### src/rtl/mips_imem_loader_pkg.sv
// Shared types and constants for the MIPS instruction-memory boot loader.
// IM_Addr_Width is also used by the instruction ROM so both sides agree on depth.
package mips_imem_loader_pkg;

  localparam int unsigned IM_Addr_Width    = 10;
  localparam int unsigned Loader_Max_Words = 2 ** IM_Addr_Width;

  typedef enum logic [2:0] {
    StHdrHi,
    StHdrLo,
    StWord,
    StCsum,
    StDone,
    StError
  } loader_state_t;

endpackage

### src/rtl/mips_imem_loader_if.sv
// Byte-stream input and instruction-memory write bus of the boot loader.
// master drives the byte stream and observes memory writes; slave is the loader.
interface mips_imem_loader_if #(
  parameter int unsigned Data_Width = 32,
  parameter int unsigned Addr_Width = mips_imem_loader_pkg::IM_Addr_Width
);

  logic                  rx_valid;
  logic [7:0]            rx_data;
  logic                  rx_ready;
  logic                  im_we;
  logic [Addr_Width-1:0] im_waddr;
  logic [Data_Width-1:0] im_wdata;

  modport master (
    output rx_valid, rx_data,
    input  rx_ready, im_we, im_waddr, im_wdata
  );

  modport slave (
    input  rx_valid, rx_data,
    output rx_ready, im_we, im_waddr, im_wdata
  );

endinterface

### src/rtl/mips_imem_loader_word_assembler.sv
// Big-endian 8-to-32 shift register; word_valid pulses the cycle after the 4th byte,
// while word still holds the completed word.
module mips_imem_loader_word_assembler (
  input  logic        clk,
  input  logic        rst,
  input  logic        byte_en,
  input  logic [7:0]  byte_in,
  input  logic        clear,
  output logic [31:0] word,
  output logic [1:0]  byte_cnt,
  output logic        word_valid
);

  logic [31:0] word_q;
  logic [1:0]  cnt_q;
  logic        valid_q;

  always_ff @(posedge clk or posedge rst) begin
    if (rst) begin
      word_q  <= '0;
      cnt_q   <= '0;
      valid_q <= 1'b0;
    end else begin
      valid_q <= byte_en && (cnt_q == 2'd3) && !clear;
      if (clear) begin
        cnt_q <= '0;
      end else if (byte_en) begin
        word_q <= {word_q[23:0], byte_in};
        cnt_q  <= cnt_q + 2'd1;
      end
    end
  end

  assign word       = word_q;
  assign byte_cnt   = cnt_q;
  assign word_valid = valid_q;

endmodule

### src/rtl/mips_imem_loader.sv
// Boot loader: parses a framed byte stream into instruction-memory writes and keeps
// the MIPS core in reset until a frame with a matching XOR checksum has been loaded.
module mips_imem_loader
  import mips_imem_loader_pkg::*;
#(
  parameter int unsigned Data_Width = 32,
  parameter int unsigned Addr_Width = IM_Addr_Width,
  parameter int unsigned Max_Words  = 2 ** Addr_Width
) (
  input  logic                clk,
  input  logic                rst,
  mips_imem_loader_if.slave   bus,
  input  logic                reload,
  output logic                core_rst,
  output logic                load_done,
  output logic                load_err,
  output logic [Addr_Width:0] words_loaded
);

  loader_state_t         state_q, state_d;
  logic [7:0]            count_hi_q;
  logic [15:0]           words_left_q;
  logic [7:0]            acc_q;
  logic [Addr_Width:0]   words_loaded_q;
  logic                  core_rst_q, load_done_q, load_err_q;

  logic                  accept, restart, last_byte, too_big;
  logic [15:0]           count_full;
  logic [Data_Width-1:0] asm_word;
  logic [1:0]            asm_cnt;
  logic                  asm_valid;

  assign accept     = bus.rx_valid && bus.rx_ready;
  assign restart    = reload && ((state_q == StDone) || (state_q == StError));
  assign count_full = {count_hi_q, bus.rx_data};
  assign too_big    = {1'b0, count_full} > 17'(Max_Words);
  assign last_byte  = accept && (state_q == StWord) && (asm_cnt == 2'd3);

  mips_imem_loader_word_assembler u_asm (
    .clk        (clk),
    .rst        (rst),
    .byte_en    (accept && (state_q == StWord)),
    .byte_in    (bus.rx_data),
    .clear      (restart),
    .word       (asm_word),
    .byte_cnt   (asm_cnt),
    .word_valid (asm_valid)
  );

  always_comb begin
    state_d      = state_q;
    bus.rx_ready = 1'b1;
    unique case (state_q)
      StHdrHi: if (accept) state_d = StHdrLo;
      StHdrLo: begin
        if (accept) begin
          if (too_big)                 state_d = StError;
          else if (count_full == 16'd0) state_d = StCsum;
          else                         state_d = StWord;
        end
      end
      StWord:  if (last_byte && (words_left_q == 16'd1)) state_d = StCsum;
      StCsum:  if (accept) state_d = (bus.rx_data == acc_q) ? StDone : StError;
      StDone, StError: begin
        bus.rx_ready = 1'b0;
        if (reload) state_d = StHdrHi;
      end
      default: state_d = StHdrHi;
    endcase
  end

  always_ff @(posedge clk or posedge rst) begin
    if (rst) begin
      state_q        <= StHdrHi;
      count_hi_q     <= '0;
      words_left_q   <= '0;
      acc_q          <= '0;
      words_loaded_q <= '0;
      core_rst_q     <= 1'b1;
      load_done_q    <= 1'b0;
      load_err_q     <= 1'b0;
    end else begin
      state_q     <= state_d;
      core_rst_q  <= (state_d != StDone);
      load_done_q <= (state_d == StDone);
      load_err_q  <= (state_d == StError);
      // The checksum byte itself is not folded into the running XOR.
      if (accept && (state_q != StCsum)) acc_q <= acc_q ^ bus.rx_data;
      if (accept && (state_q == StHdrHi)) count_hi_q <= bus.rx_data;
      if (accept && (state_q == StHdrLo)) words_left_q <= count_full;
      if (last_byte) words_left_q <= words_left_q - 16'd1;
      if (asm_valid) words_loaded_q <= words_loaded_q + {{Addr_Width{1'b0}}, 1'b1};
      if (restart) begin
        acc_q          <= '0;
        words_loaded_q <= '0;
      end
    end
  end

  assign bus.im_we    = asm_valid;
  assign bus.im_waddr = words_loaded_q[Addr_Width-1:0];
  assign bus.im_wdata = asm_word;
  assign core_rst     = core_rst_q;
  assign load_done    = load_done_q;
  assign load_err     = load_err_q;
  assign words_loaded = words_loaded_q;

endmodule

### src/flat_wrapper.sv
// flat-port wrapper written by rule: the top's interface ports become plain ports
module mips_imem_loader_flat import mips_imem_loader_pkg::*;
#(
  parameter int unsigned Data_Width = 32,
  parameter int unsigned Addr_Width = IM_Addr_Width,
  parameter int unsigned Max_Words  = 2 ** Addr_Width
)
  (clk, rst, reload, core_rst, load_done, load_err, words_loaded, bus_rx_valid, bus_rx_data, bus_rx_ready, bus_im_we, bus_im_waddr, bus_im_wdata);
  mips_imem_loader_if #(.Data_Width(Data_Width), .Addr_Width(Addr_Width)) bus_i ();
  input  logic clk;
  input  logic rst;
  input  logic reload;
  output logic core_rst;
  output logic load_done;
  output logic load_err;
  output logic [Addr_Width:0] words_loaded;
  input wire logic [$bits(bus_i.rx_valid)-1:0] bus_rx_valid;
  input wire logic [$bits(bus_i.rx_data)-1:0] bus_rx_data;
  output wire logic [$bits(bus_i.rx_ready)-1:0] bus_rx_ready;
  output wire logic [$bits(bus_i.im_we)-1:0] bus_im_we;
  output wire logic [$bits(bus_i.im_waddr)-1:0] bus_im_waddr;
  output wire logic [$bits(bus_i.im_wdata)-1:0] bus_im_wdata;
  assign bus_i.rx_valid = bus_rx_valid;
  assign bus_i.rx_data = bus_rx_data;
  assign bus_rx_ready = bus_i.rx_ready;
  assign bus_im_we = bus_i.im_we;
  assign bus_im_waddr = bus_i.im_waddr;
  assign bus_im_wdata = bus_i.im_wdata;
  mips_imem_loader #(.Data_Width(Data_Width), .Addr_Width(Addr_Width), .Max_Words(Max_Words)) u_core (.clk(clk), .rst(rst), .bus(bus_i), .reload(reload), .core_rst(core_rst), .load_done(load_done), .load_err(load_err), .words_loaded(words_loaded));
endmodule
### config.mk
export PLATFORM = sky130hd
export DESIGN_NAME = mips_imem_loader_flat
export DESIGN_NICKNAME = d
export VERILOG_FILES = /design/src/rtl/mips_imem_loader_pkg.sv /design/src/rtl/mips_imem_loader_if.sv /design/src/rtl/mips_imem_loader_word_assembler.sv /design/src/rtl/mips_imem_loader.sv /design/src/flat_wrapper.sv
export SDC_FILE = /design/constraint.sdc
export NUM_CORES = 1
export LEC_CHECK = 0
export ABC_CLOCK_PERIOD_IN_PS = 8300
export CAP_MARGIN = 40
export CORE_MARGIN = 2
export CORE_UTILIZATION = 44
export CTS_CLUSTER_DIAMETER = 100
export DETAILED_ROUTE_END_ITERATION = 8
export GPL_TIMING_DRIVEN = 0
export PLACE_DENSITY = 0.75
export SYNTH_ARGS = -nofsm -noshare
export SYNTH_HDL_FRONTEND = slang
export SYNTH_SLANG_ARGS = --single-unit
export TNS_END_PERCENT = 50
### constraint.sdc
create_clock -name clk -period 8.3 [get_ports clk]
set_input_delay 1.66 -clock clk [delete_from_list [all_inputs] [get_ports clk]]
set_output_delay 1.66 -clock clk [all_outputs]
set_load 0.01 [all_outputs]
Word level (Yosys, flattened, before mapping)
Index checks and enable logic that the tools add are counted.

Bits in registers: 84. Input bits: 12. Output and inout port bits: 58. Word-level logic and storage cells: 66.

Add/sub/neg operators: 3. Order comparisons: 1. Equality and inequality tests: 12. Muxes and demuxes: 18. Bitwise operators: 2. Reductions and logical operators: 19.

Operators by type and width (count): 16-bit 2-to-1 mux (2); 11-bit 2-to-1 mux (2); 3-bit 2-to-1 mux (6); 16-bit by 1-bit == test with 1-bit output, second input constant (1); 16-bit by 11-bit > comparator with 1-bit output, second input constant (1); 16-bit logical NOT (1); 8-bit 2-to-1 mux (2); 16-bit by 1-bit subtractor with 16-bit output, second input constant (1); 3-bit one-hot mux with 5 select lines (1); 3-bit == test, second input constant (4); 11-bit by 1-bit adder with 11-bit output, second input constant (1); 1-bit logical AND (9); 8-bit == test (1); 2-bit nonzero test (4); 8-bit XOR (1); 3-bit by 2-bit == test with 1-bit output, second input constant (2); 2-bit 2-to-1 mux (2); 3-bit by 1-bit == test with 1-bit output, second input constant (1); 3-bit logical NOT (1); 1-bit 2-to-1 mux (3); 3-bit by 2-bit != test with 1-bit output, second input constant (1); 3-bit != test, second input constant (1); 2-bit by 1-bit adder with 2-bit output, second input constant (1); 2-bit == test, second input constant (1); 5 further kinds (5).

Logic depth before layout (Yosys ltp)
Gate-level depths: netlist of run 1.

Word-level depth: 10. Mapped depth: 8. Mapped depth without buffers: 8.

Hierarchy
A second synthesis of run 1 with hierarchy kept.

Cells, all modules: 352. Area total of the unflattened synthesis: 4127.7 sq um.

Modules (own cells, without submodules): mips_imem_loader (instances 1, cells each 272, area an instance 2655.0 sq um, sequential area each 1227.4 sq um); mips_imem_loader_word_assembler (instances 1, cells each 80, area an instance 1472.7 sq um, sequential area each 875.8 sq um).

Least setup slack after synthesis of run 1
OpenSTA, ideal clock, no wires.

Kind: input -> register. Start point: input port bus_rx_data[3]. End point: register u_core.load_done_q (netlist: u_core.load_done). Setup time: 70 ps. Data arrival time: 2990 ps. Required time: 8230 ps. Slack: 5240 ps. Stages: 6. Buffers on the path: 0. Path through: nor4_2 -> a31oi_1 -> o41a_1 -> nor4_2 -> inv_2 -> nor2_2.

Word-level cells in the longest chain between the ends: 6. Elaborated cells between the ends (all ways): 10. Those cells by class: order compare (1); eq/ne (2); mux (6); reduce/logical (1).

RTL lines: start: declaration (RTL line flat_wrapper.sv:18) `input wire logic [$bits(bus_i.rx_data)-1:0] bus_rx_data;`; branches (longest 4 deep; another with 16-bit by 11-bit > comparator with 1-bit output); 3-bit one-hot mux with 5 select lines * (RTL line mips_imem_loader.sv:53) `unique case (state_q)`; net u_core.state_d[0] (RTL line mips_imem_loader.sv:20) `loader_state_t state_q, state_d;`; 3-bit == test * (RTL line mips_imem_loader.sv:85) `load_done_q <= (state_d == StDone);`; end signal: assignment (RTL line mips_imem_loader.sv:85); end: declaration (RTL line mips_imem_loader.sv:25) `logic core_rst_q, load_done_q, load_err_q;`.

Mark *: on every way through the listed nets, which the timed path passes. A chain may end at the register's enable or synchronous reset.

Worst setup path after layout of run 1
Start point: input port bus_rx_data[7]. End point: register u_core.load_done_q (netlist: u_core.load_done).

Same word-level chain as after synthesis.

==> results of run 1 <==
[how the worst max path moves through the flow]
| stage | slack, ns | depth (start not counted) | startpoint | endpoint |
|---|---|---|---|---|
| 4_1_cts | 4.78 | 7 | bus_rx_data[7] | u_core.load_done$_DFF_PP0_ |
| 6_report | 4.77 | 7 | bus_rx_data[7] | u_core.load_done$_DFF_PP0_ |
| 3_5_place_dp | 4.38 | 7 | bus_rx_data[7] | u_core.load_done$_DFF_PP0_ |
| 2_1_floorplan | 4.48 | 1 | rst | u_core.acc_q[0]$_DFFE_PP0P_ |
| 3_3_place_gp | 3.16 | 2 | rst | u_core.words_left_q[8]$_DFFE_PP0P_ |
| 5_1_grt | 4.58 | 7 | bus_rx_data[7] | u_core.load_done$_DFF_PP0_ |
[power by group through the flow]
stage               logic (mW)  registers [mW]  clock network [mW]
floorplan                0.257           0.607                   0
CTS                      0.394           0.611               0.282
global placement         0.378           0.612                   0
finish                   0.393           0.612               0.274
global route             0.437           0.630               0.299
detailed placement       0.392           0.618                   0
[stage by stage]
stage / area [sq um] / utilization, % / worst slack [ns] / std cells / hold WS (ns)
after floorplan: 3953 / - / 4.477 / 347 / 0.4498
after global placement: 4778 / 54.79 / 3.160 / 524 / 0.4699
after detailed placement: 4808 / 55.14 / 4.384 / 525 / 0.4805
after CTS: 4991 / 57.23 / 4.776 / 541 / 0.4928
after global routing: 4991 / 57.23 / 4.583 / 541 / 0.5244
final: 4991 / 57.23 / 4.773 / 541 / 0.4938
[metal layers]
metal | share of wire [%] | up-vias
li1 | - | 1405
met1 | 46 | 1469
met2 | 48 | 83
met3 | 3.8 | 13
met4 | 2.3 | 0
met5 | 0 | -
[state kept, by name (all words and copies together), names as in the netlist]
signal / count
u_core.u_asm.word: 32
u_core.words_left_q: 16
u_core.words_loaded: 11
u_core.acc_q: 8
u_core.count_hi_q: 8
u_core.state_q: 3
u_core.u_asm.byte_cnt: 2
u_core.core_rst: 1
u_core.load_done: 1
u_core.load_err: 1
u_core.u_asm.word_valid: 1
[critical path, cell delays in order]
cell             delay [ns]
clkdlybuf4s50_1        0.57
nor4_2                 0.39
a31oi_1                0.17
o41a_1                 0.44
nor4_2                 0.43
inv_2                  0.07
nor2_2                 0.10
[layout make-up]
| type | count | area [sq um] | share of cell area, % |
|---|---|---|---|
| clock inverter | 7 | 58.81 | 1.178 |
| tap | 108 | 135.1 | 2.707 |
| sequential | 84 | 2103 | 42.14 |
| multi-input combinational | 231 | 1677 | 33.59 |
| buffer | 22 | 135.1 | 2.707 |
| inverter | 10 | 40.04 | 0.8022 |
| clock buffer | 9 | 123.9 | 2.482 |
| timing repair buffer | 70 | 718.2 | 14.39 |
[logic make-up (layout without fill, tap and decap cells)]
kind of cell | count (synthesis) | count (layout) | synth area share (%)
mux | 42 | 42 | 11.90
buf+inv | 32 | 118 | 4.368
compound gates | 58 | 58 | 10.13
xor+xnor | 14 | 14 | 3.102
fa+ha+maj | 4 | 4 | 1.266
simple gates | 113 | 113 | 16.02
flops | 84 | 84 | 53.21
[cell usage in the layout (no fill, tap or decap), types with 8 or more instances in the layout]
cell type	count
o21ai_0	15
nand2_1	27
nor3_1	11
nor2_1	23
xor2_1	13
inv_1	8
clkbuf_8	10
clkdlybuf4s50_1	69
buf_4	10
dfrtp_1	83
mux2_2	40
a21oi_1	8
nor3b_1	10
==> impl_metrics.ini, run 1 <==
[run_status]
outcome = finished, final reports clean

[cells_and_area]
diodes = 0
areaGrowthSynthToFinish_pct = 26.27
drive_above_1_share_pct = 19.40
final_nets = 444
n_fill_cell = 747

[global_routing]
grt_pass1_wl_um = 15030
track_usage_pct = 19.19
antenna_found_initial = 0
overflow = 0
gr-usage-met1_pct = 26.12
grtUsageMet2_pct = 29.57
grt_max_degree = 64
grt_pass1_vias = 3074
use_met3_pct = 3.262
busiest_layer = met2

[die]
dieArea_sq_um = 9757
core_sq_um = 8721
die_y_um = 98.78
start_util_pct = 45.32
die_w_um = 98.78
io_pins = 70
core.rowCount = 34

[power]
power.density_nw_per_um2 = 256.4
intPower_mw = 0.8266
switching_share_pct = 35.41
switching_power_mw = 0.4531
finalPower_mw = 1.280
power_leakage_nw = 2.232
peakVddDrop_mv = 0.1171
clock_power_share_pct = 21.4
p_comb_share_pct = 30.7
p_seq_share_pct = 47.8

[placed_design]
dp_hpwl_um = 6318
gp_congestion = 0.8281
port_buffers = 69

[clock_network]
ctsResizeCount = 0
cts_made_buffers = 9
htreeDepth = 3
clk_latency_ns = 0.37
cts_root_buf = clkbuf_8
cts.sinks = 84
clk_pin_slew_ns = 0.09
cts_tree = done
clockBufferDepth = 2
post_cts_buffers = 0
ctsHoldBuffers = 0

[routing]
drc = 0
drt_iter0_markers = 119
wl_per_cell_um = 16.13
ant_nets = 0
vias_per_cell = 5.490
route.vias.total = 2970
wirelength_um = 8729
dr.pass1.iters = 5

[sta]
hold_viol_final = 0
setup_viol = 0
fin_tns_setup_ns = 0
max_slew_margin_pct = 57.05
skew_ns = 0.007627
worst_pin_slew_ns = 0.6383
fin_crit_ns = 3.527
drv_slew = 0
finalCritPeriodShare_pct = 42.50
fmax_ghz = 0.2835
rsz0062_at_grt = false

[logic_synthesis]
netlist_instances = 347
ys_warn_count = 0
synth_ff_type = dfrtp_1
synth.most_common_cell = dfrtp_1
ys_top_cells_by_area = dfrtp_1 53%, mux2_2 11%, xor2_1 2.9%
syn_nets = 363
synth_top_cell_area_share_pct = 52.55
ys_seq_area_share_pct = 53.21
syn-cell-area_sq_um = 3953
synth_area_per_cell_sq_um = 11.39
yosysTopAreaCell = dfrtp_1
synth_commonest_cells = 83 x dfrtp_1, 40 x mux2_2, 27 x nand2_1
synth_seq_cells = 84
yosysUniqueCellTypes = 54
synth_edf_count = 0
async_flop_share_pct = 100.0

[setup_path]
critPathRequiredTime_ns = 8.60
r2r-start = u_core.words_left_q[8]$_DFFE_PP0P_
crit_path_end_kind = register
rr_worst_depth = 6
critPathKind = primary input to register
cp-start-kind = primary input
cp.arrival_ns = 3.83
r2r_end = u_core.load_done$_DFF_PP0_
reg2reg_slack_ns = 6.13
critPathMaxFanout = 7

[run]
cap_violations = 0

[min_path]
whs_path_depth = 1
min_to = u_core.words_left_q[12]$_DFFE_PP0P_
hold_start = u_core.words_left_q[12]$_DFFE_PP0P_
holdCritPathClass = register to register
Note: power is estimated with default switching activity, not from simulation.
==> run 2: changes to the inputs <==
--- a/config.mk
+++ b/config.mk
@@ -5,7 +5,7 @@
 export SDC_FILE = /design/constraint.sdc
 export NUM_CORES = 1
 export LEC_CHECK = 0
-export ABC_CLOCK_PERIOD_IN_PS = 8300
+export ABC_CLOCK_PERIOD_IN_PS = 3450
 export CAP_MARGIN = 40
 export CORE_MARGIN = 2
 export CORE_UTILIZATION = 44
==> constraint.sdc (replaced) <==
create_clock -name clk -period 3.45 [get_ports clk]
set_input_delay 0.69 -clock clk [delete_from_list [all_inputs] [get_ports clk]]
set_output_delay 0.69 -clock clk [all_outputs]
set_load 0.01 [all_outputs]
==> results of run 2 <==
The final DEF is identical to that of run 1. Status: finished, final reports clean.
Main changes from that run: setup slack after placement 4.384 ns -> 0.5039 ns; setup slack after layout 4.773 ns -> 0.8928 ns; register-to-register setup slack 6.13 ns -> 1.28 ns; total power 1.280 mW -> 3.079 mW; worst IR drop on VDD 0.1171 mV -> 0.2818 mV
==> run 3: changes to the inputs <==
--- a/config.mk
+++ b/config.mk
@@ -5,7 +5,7 @@
 export SDC_FILE = /design/constraint.sdc
 export NUM_CORES = 1
 export LEC_CHECK = 0
-export ABC_CLOCK_PERIOD_IN_PS = 3450
+export ABC_CLOCK_PERIOD_IN_PS = 2400
 export CAP_MARGIN = 40
 export CORE_MARGIN = 2
 export CORE_UTILIZATION = 44
==> constraint.sdc (replaced) <==
create_clock -name clk -period 2.4 [get_ports clk]
set_input_delay 0.48 -clock clk [delete_from_list [all_inputs] [get_ports clk]]
set_output_delay 0.48 -clock clk [all_outputs]
set_load 0.01 [all_outputs]
==> impl_metrics.ini, run 3 (synthesis results as in run 1) <==
[power]
power_leakage_nw = 2.255
power.density_nw_per_um2 = 884.9
peakVddDrop_mv = 0.5206
finalPower_mw = 4.444

[routing]
dr_wl_met3_um = 370
ant_nets = 0
dr_wl_met2_um = 4259
vias_per_cell = 5.546
wl_per_cell_um = 16.06
top_layer_used = met4
drc = 0
drt_iter0_markers = 99
dr.pass1.iters = 4
route.vias.total = 3006
wl_met1_um = 3932
wirelength_um = 8704

[sta]
hold-worst-slack_ns = 0.4951
layout_setup_ws_ns = 0.1110
worst_pin_slew_ns = 0.5548
finalCritPeriodShare_pct = 95.37
fmax_ghz = 0.4369
setup_viol = 0
hold_viol_final = 0
skew_ns = 0.009417
max_slew_margin_pct = 62.93
fin_crit_ns = 2.289
drv_slew = 0

[placed_design]
placed_area_sq_um = 4822
dpl.cell_count = 526
port_buffers = 69
gp_congestion = 0.8449
dp_slack_ns = -0.3550
dp_hpwl_um = 6352

[die]
core.rowCount = 34
dieArea_sq_um = 9757
start_util_pct = 45.32
core_sq_um = 8721
io_pins = 70
die_y_um = 98.78
die_w_um = 98.78

[cells_and_area]
register_area_sq_um = 2103
design_area_sq_um = 5022
final_nets = 445
n_fill_cell = 733
diodes = 0
areaGrowthSynthToFinish_pct = 27.07
multi_input_area_sq_um = 1692
layout_commonest_cell = dfrtp_1
largest_register_ffs = 32
layout_common_cells = 83 x dfrtp_1, 67 x clkdlybuf4s50_1, 40 x mux2_2, 27 x nand2_1, 23 x nor2_1
final_cells = 542
drive_above_1_share_pct = 19.82

[setup_path]
reg2reg_slack_ns = 0.25
crit_chain = clkdlybuf4s50_1 > and4bb_2 > buf_2 > nand4_4 > o311a_1 > a221o_1
cp-start-kind = primary input
path_delay_family = buffers and inverters
critPathRequiredTime_ns = 2.64
rr_worst_depth = 6
critPathMaxFanout = 10
crit_path_end_kind = register
r2r-start = u_core.state_q[2]$_DFF_PP0_
max_stage_delay_ns = 0.63
cp.arrival_ns = 2.53
critical_path_buf_inv_count = 2
crit_path_top_delay_cell = clkdlybuf4s50_1
startpoint = bus_rx_valid
path_depth = 6
critPathKind = primary input to register

[clock_network]
clk_latency_ns = 0.36
htreeDepth = 3
clk_pin_slew_ns = 0.09
cts_made_buffers = 9
cts.sinks = 84
cts_tree = done
cts_root_buf = clkbuf_8
ctsHoldBuffers = 0
clockBufferDepth = 2

[min_path]
hold_start = u_core.words_left_q[12]$_DFFE_PP0P_
whs_path_depth = 1
holdCritPathClass = register to register

[global_routing]
grt_max_degree = 38
grt_pass1_vias = 2958
grt_pass1_wl_um = 14520
overflow = 0
antenna_found_initial = 0
track_usage_pct = 18.55

[run_status]
outcome = finished, final reports clean

[run]
cap_violations = 0
[run 3: cell count changes in the layout (fill, tap and decap cells not counted), moves of 2 or more]
cell / previous run / this run
dlymetal6s2s_1: 0 / 2
clkdlybuf4s50_1: 69 / 67
buf_12: 0 / 2
inv_6: 2 / 4
[run 3: layer usage]
layer	track usage [%]	up-vias
li1	-	1413
met2	30.25	79
met3	3.830	13
met4	6.006	0
met1	24.97	1501
met5	0	-
[run 3: cell type report]
class                   instances  area share, %
plain buffers                  22          2.691
clock buffers                   9          2.466
clock inverters                 7          1.121
inverters                      10         0.8221
multi-input cells             231          33.68
flip-flops and latches         84          41.88
well taps                     108          2.691
repair buffers                 71          14.65
[run 3: worst register-to-register path, delay by kind of cell, from the launching register on]
kind            cells  cell delay (ns)
compound gates      2             0.65
simple gates        2             0.56
buf+inv             2             0.47
flops               1             0.36
[run 3: what timing repair did]
action	CTS	global route
setup endpoints to repair	0	4
buffers inserted	0	0
resized for setup	0	4
[run 3: per-stage QoR]
stage,setup TNS [ns],utilization [%]
2_1_floorplan,0,-
3_3_place_gp,-2.368,54.84
3_5_place_dp,-3.868,55.29
4_1_cts,0,57.36
5_1_grt,-0.005411,57.59
6_report,0,57.59
[run 3: final timing paths]
kind	end
setup / recovery	u_core.words_left_q[9]$_DFFE_PP0P_
hold / removal	u_core.words_left_q[12]$_DFFE_PP0P_
setup reg to reg	u_core.words_left_q[9]$_DFFE_PP0P_
hold reg to reg	u_core.words_left_q[12]$_DFFE_PP0P_
max in group asynchronous	u_core.core_rst$_DFF_PP1_
min in group asynchronous	u_core.u_asm.word[28]$_DFFE_PP0P_
[run 3: where the power goes]
| group | internal [mW] | switching [mW] |
|---|---|---|
| registers | 1.80 | 0.329 |
| logic | 0.685 | 0.695 |
| clock network | 0.390 | 0.548 |
| total | 2.87 | 1.57 |
